--- src/rtl/seq_pattern_gen.sv ---
`timescale 1ns/1ps
// seq_pattern_gen
// Serial pattern generator. On an accepted start it latches the
// configuration and sends one frame bit per clock, MSB first. The frame
// is repeated a programmable number of times, with optional idle gap
// cycles between repetitions. A one-cycle done pulse follows the final
// frame.
//
// Ports
//   clk        rising-edge clock for all state
//   rst        asynchronous, active-low reset
//   start      begin a transmission (only accepted while idle)
//   sel[1:0]   00=11011, 01=11101, 10=user pattern, 11=1101111101
//   user_pat   user pattern bits, MSB sent first
//   user_len   user pattern length, 1..7 literal, 0 means 8
//   reps       frame repetitions, 1..15 literal, 0 means 16
//   gap        idle cycles between repetitions, 0..7
//   a          serial bit stream (IDLE_LEVEL when no bit is sent)
//   a_valid    a carries a pattern bit
//   busy       accepted start through the done cycle
//   frame_end  last bit of a frame is on a
//   done       one-cycle pulse after the final frame
module seq_pattern_gen #(
   parameter logic IDLE_LEVEL = 1'b0
) (
   input  logic       clk,
   input  logic       rst,
   input  logic       start,
   input  logic [1:0] sel,
   input  logic [7:0] user_pat,
   input  logic [2:0] user_len,
   input  logic [3:0] reps,
   input  logic [2:0] gap,
   output logic       a,
   output logic       a_valid,
   output logic       busy,
   output logic       frame_end,
   output logic       done
);

   typedef enum logic [1:0] {IDLE, SEND, GAP, DONE} state_t;

   state_t     state_q, state_d;
   logic [9:0] frame_q, frame_d;       // frame bits, left aligned (bit 9 sent first)
   logic [3:0] flen_q, flen_d;         // frame length 1..10
   logic [3:0] bit_cnt_q, bit_cnt_d;   // index of the bit currently on a
   logic [4:0] rep_cnt_q, rep_cnt_d;   // frames remaining, including the current one
   logic [2:0] gap_len_q, gap_len_d;
   logic [2:0] gap_cnt_q, gap_cnt_d;
   logic       armed_q, armed_d;       // blocks start on the first edge after reset release
   logic       a_q, a_d;
   logic       a_valid_q, a_valid_d;
   logic       busy_q, busy_d;
   logic       frame_end_q, frame_end_d;
   logic       done_q, done_d;

   // Decode of the live configuration inputs, used only when start is accepted
   logic [9:0] new_frame;
   logic [3:0] new_len;
   logic [4:0] new_reps;

   always_comb begin
      new_frame = 10'b11011_00000;
      new_len   = 4'd5;
      case (sel)
         2'b00: begin
            new_frame = 10'b11011_00000;
            new_len   = 4'd5;
         end
         2'b01: begin
            new_frame = 10'b11101_00000;
            new_len   = 4'd5;
         end
         2'b10: begin
            new_frame = {user_pat, 2'b00};
            new_len   = (user_len == 3'd0) ? 4'd8 : {1'b0, user_len};
         end
         default: begin
            new_frame = 10'b11011_11101;
            new_len   = 4'd10;
         end
      endcase
      new_reps = (reps == 4'd0) ? 5'd16 : {1'b0, reps};
   end

   always_comb begin
      state_d     = state_q;
      frame_d     = frame_q;
      flen_d      = flen_q;
      bit_cnt_d   = bit_cnt_q;
      rep_cnt_d   = rep_cnt_q;
      gap_len_d   = gap_len_q;
      gap_cnt_d   = gap_cnt_q;
      armed_d     = 1'b1;
      a_d         = IDLE_LEVEL;
      a_valid_d   = 1'b0;
      busy_d      = 1'b0;
      frame_end_d = 1'b0;
      done_d      = 1'b0;

      case (state_q)
         IDLE: begin
            if (start && armed_q) begin
               frame_d     = new_frame;
               flen_d      = new_len;
               rep_cnt_d   = new_reps;
               gap_len_d   = gap;
               bit_cnt_d   = 4'd0;
               state_d     = SEND;
               a_d         = new_frame[9];
               a_valid_d   = 1'b1;
               busy_d      = 1'b1;
               frame_end_d = (new_len == 4'd1);
            end
         end

         SEND: begin
            busy_d = 1'b1;
            if (bit_cnt_q == flen_q - 4'd1) begin
               // The bit now on a closes the frame
               if (rep_cnt_q == 5'd1) begin
                  state_d   = DONE;
                  done_d    = 1'b1;
                  bit_cnt_d = 4'd0;
                  rep_cnt_d = 5'd0;
               end else begin
                  rep_cnt_d = rep_cnt_q - 5'd1;
                  bit_cnt_d = 4'd0;
                  if (gap_len_q != 3'd0) begin
                     state_d   = GAP;
                     gap_cnt_d = gap_len_q;
                  end else begin
                     // No gap: next frame's first bit follows without a bubble
                     a_d         = frame_q[9];
                     a_valid_d   = 1'b1;
                     frame_end_d = (flen_q == 4'd1);
                  end
               end
            end else begin
               bit_cnt_d   = bit_cnt_q + 4'd1;
               a_d         = frame_q[4'd8 - bit_cnt_q];
               a_valid_d   = 1'b1;
               frame_end_d = (bit_cnt_q + 4'd2 == flen_q);
            end
         end

         GAP: begin
            busy_d = 1'b1;
            if (gap_cnt_q == 3'd1) begin
               state_d     = SEND;
               gap_cnt_d   = 3'd0;
               a_d         = frame_q[9];
               a_valid_d   = 1'b1;
               frame_end_d = (flen_q == 4'd1);
            end else begin
               gap_cnt_d = gap_cnt_q - 3'd1;
            end
         end

         DONE: begin
            // start during this cycle is ignored; the idle outputs come from defaults
            state_d   = IDLE;
            bit_cnt_d = 4'd0;
            rep_cnt_d = 5'd0;
            gap_cnt_d = 3'd0;
         end

         default: state_d = IDLE;
      endcase
   end

   always_ff @(posedge clk or negedge rst) begin
      if (!rst) begin
         state_q     <= IDLE;
         frame_q     <= 10'd0;
         flen_q      <= 4'd0;
         bit_cnt_q   <= 4'd0;
         rep_cnt_q   <= 5'd0;
         gap_len_q   <= 3'd0;
         gap_cnt_q   <= 3'd0;
         armed_q     <= 1'b0;
         a_q         <= IDLE_LEVEL;
         a_valid_q   <= 1'b0;
         busy_q      <= 1'b0;
         frame_end_q <= 1'b0;
         done_q      <= 1'b0;
      end else begin
         state_q     <= state_d;
         frame_q     <= frame_d;
         flen_q      <= flen_d;
         bit_cnt_q   <= bit_cnt_d;
         rep_cnt_q   <= rep_cnt_d;
         gap_len_q   <= gap_len_d;
         gap_cnt_q   <= gap_cnt_d;
         armed_q     <= armed_d;
         a_q         <= a_d;
         a_valid_q   <= a_valid_d;
         busy_q      <= busy_d;
         frame_end_q <= frame_end_d;
         done_q      <= done_d;
      end
   end

   assign a         = a_q;
   assign a_valid   = a_valid_q;
   assign busy      = busy_q;
   assign frame_end = frame_end_q;
   assign done      = done_q;

endmodule

--- config.mk ---
export PLATFORM = sky130hd
export DESIGN_NAME = seq_pattern_gen
export DESIGN_NICKNAME = d
export VERILOG_FILES = /design/src/rtl/seq_pattern_gen.sv
export SDC_FILE = /design/constraint.sdc
export NUM_CORES = 1
export LEC_CHECK = 0
export BUFFER_PORTS_ARGS = -buffer_cell sky130_fd_sc_hd__buf_2
export CELL_PAD_IN_SITES_DETAIL_PLACEMENT = 2
export CELL_PAD_IN_SITES_GLOBAL_PLACEMENT = 2
export CORE_ASPECT_RATIO = 0.75
export CORE_MARGIN = 5
export CORE_UTILIZATION = 38
export CTS_CLUSTER_SIZE = 40
export DETAILED_ROUTE_END_ITERATION = 16
export GPL_TIMING_DRIVEN = 0
export MAX_ROUTING_LAYER = met4
export PLACE_DENSITY_LB_ADDON = 0.08
export SYNTH_ARGS = -nofsm -noshare
export SYNTH_HDL_FRONTEND = slang
export SYNTH_SLANG_ARGS = --single-unit
--- constraint.sdc ---
create_clock -name clk -period 5.55 [get_ports clk]
set_input_delay 0.555 -clock clk [delete_from_list [all_inputs] [get_ports clk]]
set_output_delay 0.555 -clock clk [all_outputs]
set_load 0.02 [all_outputs]
==> metrics.cfg, run 1 <==
[worst_hold_path]
hp-class = input pin to asynchronous set/reset pin

[logic_synthesis]
yosys-top-cells-area = dfrtp_1 41%, ha_1 8.6%, nand2_1 5.8%
synthCells = 236
async_flop_share_pct = 100
synth_cell_types = 47
ys_seq_elements = 36
yosysTopAreaCell = dfrtp_1
syn_avg_cell_area_sq_um = 9.29
synth_top_area_share_pct = 41.1
synthFlopType = dfrtp_1
seq_area_frac_synth_pct = 41.1
synth-edff-count = 0
syn_nets = 274
yosysWarnings = 0
synth_area_sq_um = 2190

[power]
powerDensity_nw_per_um2 = 599
cellLeakagePower_nw = 1.16
peakVddDrop_mv = 0.278
finalPower_mw = 1.50

[sta]
max_slew.worst_pin.slew_ps = 858
setup-violations-final = 0
period_needed_ps = 2350
worst_clock_skew_ps = 9.35
timing.setup.tns_ps = 0
setup_ws_ps = 3200
fmax_mhz = 426
hold_viol_final = 0
relSlewSlack_pct = 42.8
period_share_pct = 42.3
rsz0062_at_grt = false
report.final.slew_viol_count = 0
hold_slack_ps = 365

[place]
portBuffers = 25
post-dp-hpwl_um = 4710
dp_slack_ps = 3270
routabilityCongestion = 0.787
dp.cells = 339

[worst_setup_path]
required_ps = 5770
worstPathMaxFanout = 9
worstSetupPathType = flop to flop
start_kind = flop
cp.arrival_ps = 2570
end_kind = flop

[cts]
clk_latency_ps = 290
cts_root_buf = clkbuf_8
cts_sinks = 36
ctsHoldBuffers = 0
clk_pin_slew_ps = 70
cts_buffers = 5
cts_buffer_depth = 2
cts_tree = built
ctsResizeCount = 0
cts_htree_levels = 2
postCtsSetupBuffers = 0

[drt]
routedWlPerCell_um = 18.1
num_vias = 1862
routed_wirelength_um = 6270
drtIter0Drc = 71
drt_first_pass_iters = 4
ant_nets = 0
vias_per_cell = 5.37
drc_errors = 0

[floorplan]
fp.dieArea_sq_um = 7400
core_sq_um = 5710
initial_core_util_pct = 38.4
num_rows = 24
fp.dieH_um = 75.8
ios = 28
die_w_um = 97.7

[status]
outcome = complete, no violations

[global_route]
grt_overflow_total = 0
grt_usage_pct = 18.7
grt_pass1_vias = 2085
grt_start_max_net_pins = 37
grt_pass1_wl_um = 10600
antenna_found_initial = 0

[layout]
layout_commonest_cell = dfrtp_1
layout-drive-gt1-share_pct = 15.6
mostFrequentLayoutCells = 36 x dfrtp_1, 34 x nand2_1, 26 x buf_2
area_delta_synth_final_pct = 14.4
diodes = 0
stdcell_count = 347
nFillCells = 653
nets = 306

[run]
max-cap-violations = 0

## per-layer routing
metal | GRT usage (%) | part of all wire [%] | routed length, um
met1 | 24.6 | 51 | 3200
met2 | 30.5 | 46 | 2870
met3 | 3.93 | 2.6 | 163
met4 | 3.23 | 0.53 | 33
met5 | - | 0 | 0
## through the flow
stage	util [%]	cell area [sq um]
after floorplan	-	2190
after global placement	42.3	2410
after detailed placement	42.3	2410
after CTS	44.0	2510
after global routing	44.0	2510
final	44.0	2510
## cells in the mapped netlist (all sizes together), types with 3 or more instances
cell	count
ha	15
nor3b	4
nor3	5
a21oi	8
clkbuf	7
nor2b	3
o22ai	3
a31oi	5
nor2	13
xnor2	5
inv	15
o2bb2ai	3
xor2	4
dfrtp	36
nand2b	7
o21ai	17
mux2i	6
nand3	12
nor4	3
nand2	34
mux2	3
## state kept, by name, indices dropped and copies added (netlist names)
signal     cells
rep_cnt_q      5
done           1
busy           1
state_q        2
a              1
gap_cnt_q      3
frame_end      1
flen_q         4
bit_cnt_q      4
frame_q        9
a_valid        1
armed_q        1
gap_len_q      3
## where the power goes
part           switching [mW]  internal [mW]
registers               0.106          0.379
clock network          0.0981          0.101
logic                   0.467          0.352
total                   0.672          0.832
## logic make-up (layout without fill, tap and decap cells)
group,after synthesis,in the layout,synth area share (%)
flip-flops,36,36,41.1
multiplexers,10,10,5.48
adder cells (fa/ha/maj),15,15,8.56
XOR/XNOR,10,10,4.62
buffers and inverters,24,57,4.34
other,1,1,0.171
AO/OA/AOI/OAI,50,50,14.7
AND/OR/NAND/NOR,90,90,21.1
## area by class of cell
| cell class | instances | area (sq um) | area share (%) |
|---|---|---|---|
| clock inverter | 1 | 7.51 | 0.299 |
| inverter | 15 | 56.3 | 2.24 |
| tap | 78 | 97.6 | 3.89 |
| clock buffer | 7 | 86.3 | 3.44 |
| sequential | 36 | 901 | 35.9 |
| timing repair buffer | 25 | 125 | 4.99 |
| buffer | 9 | 38.8 | 1.55 |
| multi-input combinational | 176 | 1200 | 47.7 |
## final timing paths
kind	start	endpoint	slack [ps]	cells past startpoint
worst max-delay path	state_q[0]	rep_cnt_q[4]	3200	6
worst min-delay path	rst	gap_cnt_q[1]	370	1
worst max register to register	state_q[0]	rep_cnt_q[4]	3200	6
worst min register to register	frame_q[5]	frame_q[5]	490	2
max in group asynchronous	rst	bit_cnt_q[0]	4630	1
min in group clk	gap[1]	gap_len_q[1]	460	3
## worst max-delay path, stage by stage, from the launching register on
cell,delay [ps]
dfrtp_1,450
inv_1,100
ha_1,280
a21oi_1,640
nand3_1,220
or4_1,500
nand3_1,90
(Power assumes the default switching activity.)
==> run 2, diff against run 1 <==
--- a/config.mk
+++ b/config.mk
@@ -5,12 +5,13 @@
 export SDC_FILE = /design/constraint.sdc
 export NUM_CORES = 1
 export LEC_CHECK = 0
+export ABC_AREA = 1
 export BUFFER_PORTS_ARGS = -buffer_cell sky130_fd_sc_hd__buf_2
 export CELL_PAD_IN_SITES_DETAIL_PLACEMENT = 2
 export CELL_PAD_IN_SITES_GLOBAL_PLACEMENT = 2
 export CORE_ASPECT_RATIO = 0.75
 export CORE_MARGIN = 5
-export CORE_UTILIZATION = 38
+export CORE_UTILIZATION = 34
 export CTS_CLUSTER_SIZE = 40
 export DETAILED_ROUTE_END_ITERATION = 16
 export GPL_TIMING_DRIVEN = 0
==> constraint.sdc (replaced) <==
create_clock -name clk -period 2.3 [get_ports clk]
set_input_delay 0.23 -clock clk [delete_from_list [all_inputs] [get_ports clk]]
set_output_delay 0.23 -clock clk [all_outputs]
set_load 0.02 [all_outputs]
==> run 2 against run 1 <==
Against the previous run:
- count of clock-buffer cells in the layout unchanged
- largest power group unchanged
- area after synthesis increased by 5.7%
- via count increased by 6.2%
- flip-flop and latch count did not move
- first-iteration DRC count is 65% lower
- cell count rose by 19%
- core utilization fell by 4.7 points
- clock power increased by 140%
- routed wire length rose by 0.35%
==> metrics.cfg, run 2 <==
[worst_hold_path]
hp-class = input pin to asynchronous set/reset pin

[sta]
period_share_pct = 88.1  ; +46 points
report.final.slew_viol_count = 0  ; unchanged
timing.setup.tns_ps = 0  ; unchanged
hold_viol_final = 0  ; unchanged
max_slew.worst_pin.slew_ps = 832  ; -25.3 ps
relSlewSlack_pct = 44.5  ; +1.7 points
rsz0062_at_grt = false
setup-violations-final = 0  ; unchanged
fmax_mhz = 493  ; +16%
worst_clock_skew_ps = 8.03  ; -1.32 ps
period_needed_ps = 2030  ; -319 ps

[drt]
routedWlPerCell_um = 15.2  ; -16%
num_vias = 1978  ; +6.2%
drc_errors = 0  ; unchanged
vias_per_cell = 4.79  ; -11%
drt_first_pass_iters = 4  ; unchanged
drtIter0Drc = 25  ; -65%
ant_nets = 0  ; unchanged
routed_wirelength_um = 6290  ; +0.35%

[logic_synthesis]
yosysWarnings = 0  ; unchanged
yosysMostFrequentCell = nand2_1
synth_area_sq_um = 2320  ; +5.7%
ys_seq_elements = 36  ; unchanged
synth_cell_types = 37  ; -21%
yosysTopAreaCell = dfrtp_1
syn_avg_cell_area_sq_um = 7.85  ; -15%
async_flop_share_pct = 100  ; unchanged
synth-edff-count = 0  ; unchanged
seq_area_frac_synth_pct = 38.9  ; -2.2 points
syn_nets = 333  ; +22%
synthFlopType = dfrtp_1
synth_top_area_share_pct = 38.9  ; -2.2 points
synthCells = 295  ; +25%
yosys-top-cells-area = dfrtp_1 39%, nand2_1 12%, ha_1 8.1%
synth.top_cells.by_count = 77 x nand2_1, 43 x inv_1, 36 x dfrtp_1

[place]
placed_area_sq_um = 2550  ; +5.7%
routabilityCongestion = 0.803  ; +2.1%
post-dp-hpwl_um = 5140  ; +9.2%
portBuffers = 26  ; +4.0%

[floorplan]
fp.dieArea_sq_um = 8580  ; +16%
fp.dieH_um = 81.5  ; +7.5%
num_rows = 26  ; +8.3%
core_sq_um = 6730  ; +18%
ios = 28  ; unchanged
die_w_um = 105  ; +7.8%
initial_core_util_pct = 34.4  ; -4.0 points

[worst_setup_path]
worstSetupPathType = flop to flop
worstPathMaxFanout = 10  ; +1
end_kind = flop
cp.arrival_ps = 2230  ; -340 ps
cp_slowest_cell = dfrtp_1
cpPeakStageDelay_ps = 450  ; -190 ps
crit_chain = inv_1, ha_1, inv_1, nor2_4, nand2_1, a21oi_1, inv_1, o21ai_0, inv_1, a21oi_1
start_kind = flop
required_ps = 2510  ; -3260 ps
cpMostUsedCell = inv_1

[cts]
postCtsSetupBuffers = 0  ; unchanged
ctsResizeCount = 0  ; unchanged
cts_root_buf = clkbuf_8
cts_tree = built
clk_pin_slew_ps = 80  ; about the same
cts_buffers = 5  ; unchanged
ctsHoldBuffers = 0  ; unchanged
cts_sinks = 36  ; unchanged
cts_htree_levels = 2  ; unchanged
clk_latency_ps = 290  ; about the same
cts_buffer_depth = 2  ; unchanged

[global_route]
grt_pass1_vias = 2203  ; +5.7%
grt_overflow_total = 0  ; unchanged
grt_usage_pct = 16.6  ; -2.1 points
grt_pass1_wl_um = 10900  ; +3.3%
grt_start_max_net_pins = 37  ; unchanged
antenna_found_initial = 0  ; unchanged

[layout]
nets = 366  ; +20%
area_delta_synth_final_pct = 14.2
postLayoutCellArea_sq_um = 2650  ; +5.5%
mostFrequentLayoutCells = 77 x nand2_1, 43 x inv_1, 36 x dfrtp_1
nFillCells = 802  ; +23%
largest_register = frame_q
largest_reg_flops = 9  ; unchanged
diodes = 0  ; unchanged
regArea_sq_um = 901  ; unchanged
top_regs = frame_q: 9 flops, rep_cnt_q: 5 flops
layout-drive-gt1-share_pct = 17.9  ; +2.3 points
layout_commonest_cell = nand2_1
multi_input_area_sq_um = 1190  ; -0.21%

[status]
outcome = complete, no violations

[power]
powerDensity_nw_per_um2 = 1420  ; +140%
finalPower_mw = 3.75  ; +150%
peakVddDrop_mv = 0.376  ; +35%
cellLeakagePower_nw = 1.37  ; +17%

[run]
max-cap-violations = 0  ; unchanged

==> run 2: per-stage QoR <==
stage	std cells	setup WS (ps)	utilization [%]	hold slack (ps)
global route	413	85.9	39.3	101
global placement	405	336	37.9	393
finish	413	273	39.3	32.1
detailed placement	405	292	37.9	378
CTS	413	263	39.3	55.6
floorplan	295	664	-	-65.6
==> run 2: worst max-delay path: cells and delay by family, from the launching register on <==
family | cells | cell delay, ps
AOI/OAI and AO/OA | 3 | 520
adders and majority gates | 1 | 180
buffers and inverters | 4 | 340
and+or+nand+nor | 2 | 460
DFF | 1 | 450
==> run 2: final timing paths <==
check                            from      endpoint  slack, ps  cells past startpoint
setup / recovery           state_q[0]     frame_end        270                     10
hold / removal                    rst    frame_q[4]         30                      1
setup reg to reg           state_q[0]     frame_end        270                     10
hold reg to reg            frame_q[8]    frame_q[8]        480                      2
max in group asynchronous         rst  rep_cnt_q[1]       1740                      1
min in group clk               gap[0]  gap_len_q[0]        160                      3
==> run 2: kinds of logic after synthesis <==
group                    synth area share [%]
flip-flops                               38.9
AO/OA/AOI/OAI                            13.2
XOR/XNOR                                 3.40
adder cells (fa/ha/maj)                  8.10
other                                   0.162
buffers and inverters                    9.61
AND/OR/NAND/NOR                          26.6
==> run 2: routing by layer <==
metal / share of wire [%] / up-vias / global-route usage (%)
li1: - / 1002 / -
met1: 52 / 947 / 22.0
met2: 44 / 22 / 26.8
met3: 2.3 / 7 / 3.06
met4: 0.92 / 0 / 3.93
met5: 0 / - / -
==> run 2: area by class of cell <==
type	instances	area share (%)
Buffer	4	0.946
Multi-Input combinational cell	207	45.1
Tap cell	84	3.97
Inverter	48	7.47
Sequential cell	36	34.0
Timing Repair Buffer	26	4.92
Clock inverter	1	0.284
Clock buffer	7	3.26
==> run 2: power breakdown <==
part,total [mW],internal [mW],switching [mW]
clock,0.483,0.244,0.239
combinational,2.13,0.776,1.36
sequential,1.14,0.913,0.222
total,3.75,1.93,1.82
